`src/rtl/vdp_layer_pixel_shifter.sv`:
```
// Per-layer tile pixel shifter: stages fetched rows and tile metadata, then
// emits one registered {priority, palette, colour} pixel per clock.
module vdp_layer_pixel_shifter #(
    parameter int BPP             = 4,
    parameter int TILE_WIDTH      = 8,
    parameter int PALETTE_BITS    = 4,
    parameter int PRIORITY_BITS   = 2,
    parameter int STAGE_PIXEL_ROW = 1,
    localparam int ROW_W = BPP * TILE_WIDTH,
    localparam int XW    = $clog2(TILE_WIDTH),
    localparam int PW    = (PRIORITY_BITS > 0) ? PRIORITY_BITS : 1
) (
    input  logic                        clk,
    input  logic                        reset_n,
    input  logic [XW-1:0]               scroll_x_granular,
    input  logic [XW-1:0]               raster_x_granular,
    input  logic [ROW_W-1:0]            pixel_row,
    input  logic [PALETTE_BITS-1:0]     palette_number,
    input  logic [PW-1:0]               tile_priority,
    input  logic                        tile_hflip,
    input  logic                        layer_enable,
    input  logic                        tile_row_load_enable,
    input  logic                        meta_load_enable,
    input  logic                        shifter_preload_load_enable,
    output logic [PALETTE_BITS+BPP-1:0] pixel,
    output logic [PW-1:0]               pixel_priority,
    output logic                        pixel_opaque
);

    logic [ROW_W-1:0]        row_pre, row_t, row_out;
    logic [ROW_W-1:0]        row_src, row_rev;
    logic [PALETTE_BITS-1:0] pal_pre, pal_t, pal_out;
    logic [PW-1:0]           pri_pre, pri_t, pri_out, pri_in;
    logic                    flip_pre;
    logic [XW-1:0]           reload_x;
    logic                    reload;
    logic [BPP-1:0]          colour;

    // A zero-width priority field still occupies one bit, forced to 0.
    assign pri_in   = (PRIORITY_BITS > 0) ? tile_priority : '0;
    assign reload_x = ~scroll_x_granular;
    assign reload   = (raster_x_granular == reload_x);
    assign colour   = row_out[ROW_W-1 -: BPP];
    assign row_src  = (STAGE_PIXEL_ROW != 0) ? row_pre : pixel_row;

    // Mirror whole pixel groups; bit order inside a pixel is preserved.
    always_comb begin
        row_rev = '0;
        for (int i = 0; i < TILE_WIDTH; i++) begin
            row_rev[i*BPP +: BPP] = row_src[(TILE_WIDTH-1-i)*BPP +: BPP];
        end
    end

    always_ff @(posedge clk or negedge reset_n) begin
        if (!reset_n) begin
            row_pre  <= '0;
            pal_pre  <= '0;
            pri_pre  <= '0;
            flip_pre <= 1'b0;
        end else begin
            if (tile_row_load_enable) begin
                row_pre <= pixel_row;
            end
            if (meta_load_enable) begin
                pal_pre  <= palette_number;
                pri_pre  <= pri_in;
                flip_pre <= tile_hflip;
            end
        end
    end

    always_ff @(posedge clk or negedge reset_n) begin
        if (!reset_n) begin
            row_t <= '0;
            pal_t <= '0;
            pri_t <= '0;
        end else if (shifter_preload_load_enable) begin
            row_t <= flip_pre ? row_rev : row_src;
            pal_t <= pal_pre;
            pri_t <= pri_pre;
        end
    end

    // Zero fill means an unreloaded shifter drains to transparent pixels.
    always_ff @(posedge clk or negedge reset_n) begin
        if (!reset_n) begin
            row_out <= '0;
            pal_out <= '0;
            pri_out <= '0;
        end else if (reload) begin
            row_out <= row_t;
            pal_out <= pal_t;
            pri_out <= pri_t;
        end else begin
            row_out <= row_out << BPP;
        end
    end

    always_ff @(posedge clk or negedge reset_n) begin
        if (!reset_n) begin
            pixel          <= '0;
            pixel_priority <= '0;
            pixel_opaque   <= 1'b0;
        end else begin
            pixel          <= layer_enable ? {pal_out, colour} : '0;
            pixel_priority <= layer_enable ? pri_out : '0;
            pixel_opaque   <= layer_enable && (colour != '0);
        end
    end

endmodule

```
`config.mk`:
```
export PLATFORM = sky130hd
export DESIGN_NAME = vdp_layer_pixel_shifter
export DESIGN_NICKNAME = d
export VERILOG_FILES = /design/src/rtl/vdp_layer_pixel_shifter.sv
export SDC_FILE = /design/constraint.sdc
export NUM_CORES = 1
export LEC_CHECK = 0
export CAP_MARGIN = 10
export CORE_MARGIN = 2
export CORE_UTILIZATION = 30
export DETAILED_ROUTE_END_ITERATION = 10
export PLACE_DENSITY = 0.53
export SETUP_SLACK_MARGIN = 0.02
export SLEW_MARGIN = 20
export SYNTH_ARGS = -nofsm -noshare
export SYNTH_HDL_FRONTEND = slang
export SYNTH_SLANG_ARGS = --single-unit
```
`constraint.sdc`:
```
create_clock -name clk -period 1.9 [get_ports clk]
set_input_delay 0.38 -clock clk [delete_from_list [all_inputs] [get_ports clk]]
set_output_delay 0.38 -clock clk [all_outputs]
set_load 0.02 [all_outputs]
```
==> results of run 1 <==
## Yosys cell counts
library cell	n	share of area, %
a21oi_1	32	3.3
and2_1	14	1.8
buf_1	1	0.077
buf_2	10	1.0
buf_4	1	0.15
buf_6	2	0.46
clkbuf_1	8	0.61
dfrtp_1	126	64
mux2_1	18	4.1
mux2_2	61	14
mux2i_1	32	6.5
nor2_1	32	2.5
nor3_2	1	0.20
o41a_1	1	0.23
xnor2_1	3	0.54
## flip-flops by register name (all words and copies together), names as in the netlist
signal,count
flip_pre,1
pal_out,4
pal_pre,4
pal_t,4
pixel,8
pixel_opaque,1
pixel_priority,2
pri_out,2
pri_pre,2
pri_t,2
row_out,32
row_pre,32
row_t,32
## cell type report
class                           count  share of cell area, %
Timing Repair Buffer               69                  11.36
Multi-Input combinational cell    194                  25.46
Clock buffer                       27                  8.162
Clock inverter                      5                  1.562
Sequential cell                   126                  49.23
Tap cell                          216                  4.218
## stage by stage
stage	util [%]	hold slack (ns)	instance area (um2)	setup slack (ns)	power (mW)
after floorplan	-	0.08441	4892	0.4510	3.935
after global placement	36.35	0.2806	5774	-0.04947	4.342
after detailed placement	36.35	0.2854	5774	-0.05253	4.377
after CTS	40.34	0.3939	6407	0.1523	7.757
after global routing	40.34	0.4238	6407	0.1242	8.001
final	40.34	0.4092	6407	0.1804	7.644
## worst paths after layout
kind / depth (start not counted) / start / endpoint / slack, ns
max reg2reg: 3 / flip_pre / row_t[23] / 0.48
max: 1 / pixel[6] / pixel[6] / 0.18
max in group asynchronous: 3 / reset_n / flip_pre / 0.91
min reg2reg: 1 / row_out[25] / row_out[29] / 0.45
min in group clk: 2 / shifter_preload_load_enable / pal_t[3] / 0.42
min: 2 / reset_n / pri_pre[1] / 0.41
## layer usage
metal	vias up	track usage (%)
met1	1382	12.67
li1	1315	-
met5	-	0
met3	16	3.935
met4	0	5.072
met2	53	17.19
## power groups by stage
stage          clock, mW  sequential [mW]  combinational (mW)
2_1_floorplan          0             3.38               0.559
3_3_place_gp           0             3.40               0.937
3_5_place_dp           0             3.41               0.964
4_1_cts             3.42             3.37               0.972
5_1_grt             3.54             3.41                1.05
6_report            3.34             3.36               0.950
## cell families (layout without fill, tap and decap cells)
kind of cell / count (synthesis) / after routing
buffers and inverters: 22 / 101
flip-flops: 126 / 126
multiplexers: 111 / 111
XOR/XNOR: 3 / 3
AND/OR/NAND/NOR: 47 / 47
AO/OA/AOI/OAI: 33 / 33
==> impl_metrics.toml, run 1 <==
[global_route]
grt_pass1_vias = 3012
antenna_found_initial = 0
grt.total_usage_pct = 10.66
grt_pass1_wl_um = 14320
grt_overflow_total = 0
grt_max_degree = 59

[cells_and_area]
fin_cells = 637
multi_input_area_um2 = 1632
area_growth_pct = 30.97
final_cell_mix = "125 x dfrtp_1, 61 x mux2_2, 59 x clkdlybuf4s50_1"
antenna_cells = 0
fillers = 1506
drive_gt1_share_pct = 23.75
final_common_cell = "dfrtp_1"
seq_area_um2 = 3154
nets = 459

[power]
powerDensity_nw_per_um2 = 1193
power_switching_mw = 1.679
power_frac_comb_pct = 12.4
clock_power_share_pct = 43.6
ir_drop_mv = 0.5907
seqPwrFrac_pct = 43.9
cellLeakagePower_nw = 2.788
swShare_pct = 21.97
internal_power_mw = 5.965

[detailed_routing]
ant_nets = 0
dr.pass1.iters = 6
finalWirelength_um = 8519
dr_wl_met2_um = 4068
wl_met1_um = 3849
drc_errors = 0
routed_via_density = 4.342
wire_per_inst_um = 13.37
initialDrtViolationCount = 79
topRoutingLayerUsed = "met4"
vias = 2766
route.met3.wl_um = 429

[cts]
cts_hold_buf = 1
h-tree-depth = 4
cts_resized = 0
tritoncts = "built"
clockBufferDepth = 2
cts_root_buf = "clkbuf_16"
cts_buffers = 17
clk_latency_ns = 0.41
cts.sinks = 126
cts.clk_slew.worst_paths_ns = 0.05
cts_setup_buffers = 0

[job]
drv_cap = 0

[synth]
ys_seq_area_share_pct = 64.45
synth_area_um2 = 4892
ys_types = 15
yosysWarnings = 0
synth_xor_area_share_pct = 0.5371
synth_fa_ha_area_share_pct = 0
muxShareOfSynthArea_pct = 24.73
synth_area_per_cell_um2 = 14.30
synth_top_family_by_area = "multiplexers"
syn_nets = 393
yosys_register_bits = 126
synth-compound-area-share_pct = 3.504
synth-simple-area-share_pct = 4.450
synthCells = 342

[worst_setup_path]
crit_arrival_ns = 1.34
path_max_fanout = 1
cp.required_ns = 1.52
crit_slowest_cell = "clkdlybuf4s50_1"
crit_path_start_kind = "flop"
end_kind = "output port"
path_buf_inv = 1
path_cells = "clkdlybuf4s50_1"
critPathKind = "reg -> out"
cp_top_family = "buffers and inverters"
cpPeakStageDelay_ns = 0.60

[status]
outcome = "completed"

[timing]
setup_tns_ns = 0
slew_viol_final = 0
worst_slew_pin_slew_ns = 0.4187
setup_viol = 0
hold_violations = 0
post-route-min-period_ns = 1.720
rsz0062_at_grt = "no"
min_period_over_period_pct = 90.51
finClkSkew_ns = 0.006099
max_freq_mhz = 581.5
relSlewSlack_pct = 72.08

[placed_design]
hpwlAfterDp_um = 5552
port_buffers = 61
gp_congestion = 0.6953
placed_cells = 604

[die]
core_area_um2 = 15890
initial_utilization_pct = 30.80
num_rows = 46
io-pin-count = 62
die_h_um = 131.7
dieWidth_um = 131.7
fp.dieArea_um2 = 17340

[worst_hold_path]
hp-class = "in -> async"
(Power assumes the default switching activity.)
==> inputs of run 2 (changes only) <==
==> constraint.sdc (replaced) <==
create_clock -name clk -period 1.84 [get_ports clk]
set_input_delay 0.368 -clock clk [delete_from_list [all_inputs] [get_ports clk]]
set_output_delay 0.368 -clock clk [all_outputs]
set_load 0.02 [all_outputs]
==> run 2 against run 1 <==
- first-iteration DRC count up 14%
- non-clock buffer count unchanged
- clock power down 1%
- sequential share of layout area up 0.19 points
- final area down 0.39%
- via count down 1.4%
- count of clock-buffer cells in the layout down 8
- hold slack worse by 0.027 ns
- global-route usage down 0.27 points
- clock skew about the same
- register-to-register slack better by 0.21 ns
- largest power group unchanged
- highest routed layer unchanged
==> impl_metrics.toml, run 2 (synthesis gave the netlist of run 1 again) <==
[timing]
min_period_over_period_pct = 91.59
slew_viol_final = 0
max_freq_mhz = 593.4
rsz0062_at_grt = "no"
relSlewSlack_pct = 72.55
fin_hold_ws_ns = 0.3824
hold_violations = 0
finClkSkew_ns = 0.006020
worst_slew_pin_slew_ns = 0.4117
post-route-min-period_ns = 1.685
setup_viol = 0

[cells_and_area]
final_common_cell = "dfrtp_1"
final_cell_mix = "125 x dfrtp_1, 61 x mux2_2, 59 x clkdlybuf4s50_1"
fin_area_um2 = 6382
largestRegisters = "row_out x32, row_pre x32, row_t x32"
antenna_cells = 0
fin_cells = 637
postLayoutCoreUtil_pct = 40.18
area_growth_pct = 30.46
nets = 459
drive_gt1_share_pct = 24.70

[status]
outcome = "completed"

[cts]
tritoncts = "built"
cts_setup_buffers = 0
cts.clk_slew.worst_paths_ns = 0.05
clk_latency_ns = 0.40
cts_resized = 0
clockBufferDepth = 2
h-tree-depth = 4
cts_root_buf = "clkbuf_16"
cts.sinks = 126
cts_buffers = 17
cts_hold_buf = 1

[die]
die_h_um = 131.7
num_rows = 46
core_area_um2 = 15890
initial_utilization_pct = 30.80
io-pin-count = 62
fp.dieArea_um2 = 17340
dieWidth_um = 131.7

[worst_setup_path]
path_cells = "clkdlybuf4s50_1"
crit_path_start_kind = "flop"
crit_slowest_cell = "clkdlybuf4s50_1"
crit_arrival_ns = 1.32
cp_top_family = "buffers and inverters"
cp.required_ns = 1.47
reg2reg_slack_ns = 0.69
critPathKind = "reg -> out"
end_kind = "output port"
reg2reg_depth = 3
crit_cells = 1
worstReg2RegEnd = "row_t[11]"
path_buf_inv = 1
path_max_fanout = 1
r2r_start = "flip_pre"
cpPeakStageDelay_ns = 0.59
cp-startpoint = "pixel_priority[1]"

[placed_design]
dpl-instance-area_um2 = 5774
hpwlAfterDp_um = 5450
gp_congestion = 0.6910
port_buffers = 61
placed_cells = 604

[detailed_routing]
routed_via_density = 4.279
finalWirelength_um = 8299
ant_nets = 0
initialDrtViolationCount = 90
vias = 2726
drc_errors = 0
dr.pass1.iters = 4
wire_per_inst_um = 13.03

[worst_hold_path]
hp-class = "in -> async"

[power]
total_power_mw = 7.742
cellLeakagePower_nw = 2.779
ir_drop_mv = 0.5489
powerDensity_nw_per_um2 = 1213

[global_route]
antenna_found_initial = 0
grt_pass1_wl_um = 14190
grt_overflow_total = 0
grt_max_degree = 60
grt_pass1_vias = 2917
grt.total_usage_pct = 10.39

[job]
drv_cap = 0
[run 2: cell types whose count changed in the layout (fill, tap and decap cells not counted), sizes merged]
cell / delta
clkbuf: -8
clkinv: +6
clkinvlp: +2
[run 2: layout make-up]
class | count | area (um2)
Fill cell | 1523 | 9503
Sequential cell | 126 | 3154
Multi-Input combinational cell | 194 | 1632
Timing Repair Buffer | 69 | 728.2
Clock buffer | 19 | 452.9
Tap cell | 216 | 270.3
Clock inverter | 13 | 145.1
[run 2: metal layers]
| layer | share of wire (%) | global-route usage (%) | routed length [um] | vias to the layer above |
|---|---|---|---|---|
| li1 | - | - | - | 1312 |
| met1 | 45 | 12.75 | 3762 | 1361 |
| met2 | 49 | 16.72 | 4090 | 48 |
| met3 | 4.5 | 3.858 | 370 | 5 |
| met4 | 0.90 | 3.986 | 75 | 0 |
| met5 | 0 | 0 | 0 | - |
[run 2: worst max-delay path by stage]
| stage | endpoint |
|---|---|
| 6_report | pixel_priority[1] |
| 3_3_place_gp | row_out[14] |
| 5_1_grt | pixel_priority[0] |
| 3_5_place_dp | row_out[12] |
| 2_1_floorplan | row_out[15] |
| 4_1_cts | pixel_priority[1] |
[run 2: stage by stage]
| step | worst slack (ns) | setup TNS, ns |
|---|---|---|
| after floorplan | 0.4030 | 0 |
| after global placement | -0.09997 | -3.142 |
| after detailed placement | -0.1018 | -2.970 |
| after CTS | 0.1269 | 0 |
| after global routing | 0.1087 | 0 |
| final | 0.1548 | 0 |
[run 2: power breakdown]
group	internal (mW)	switching [mW]
combinational	0.577	0.411
clock	2.18	1.13
sequential	3.24	0.211
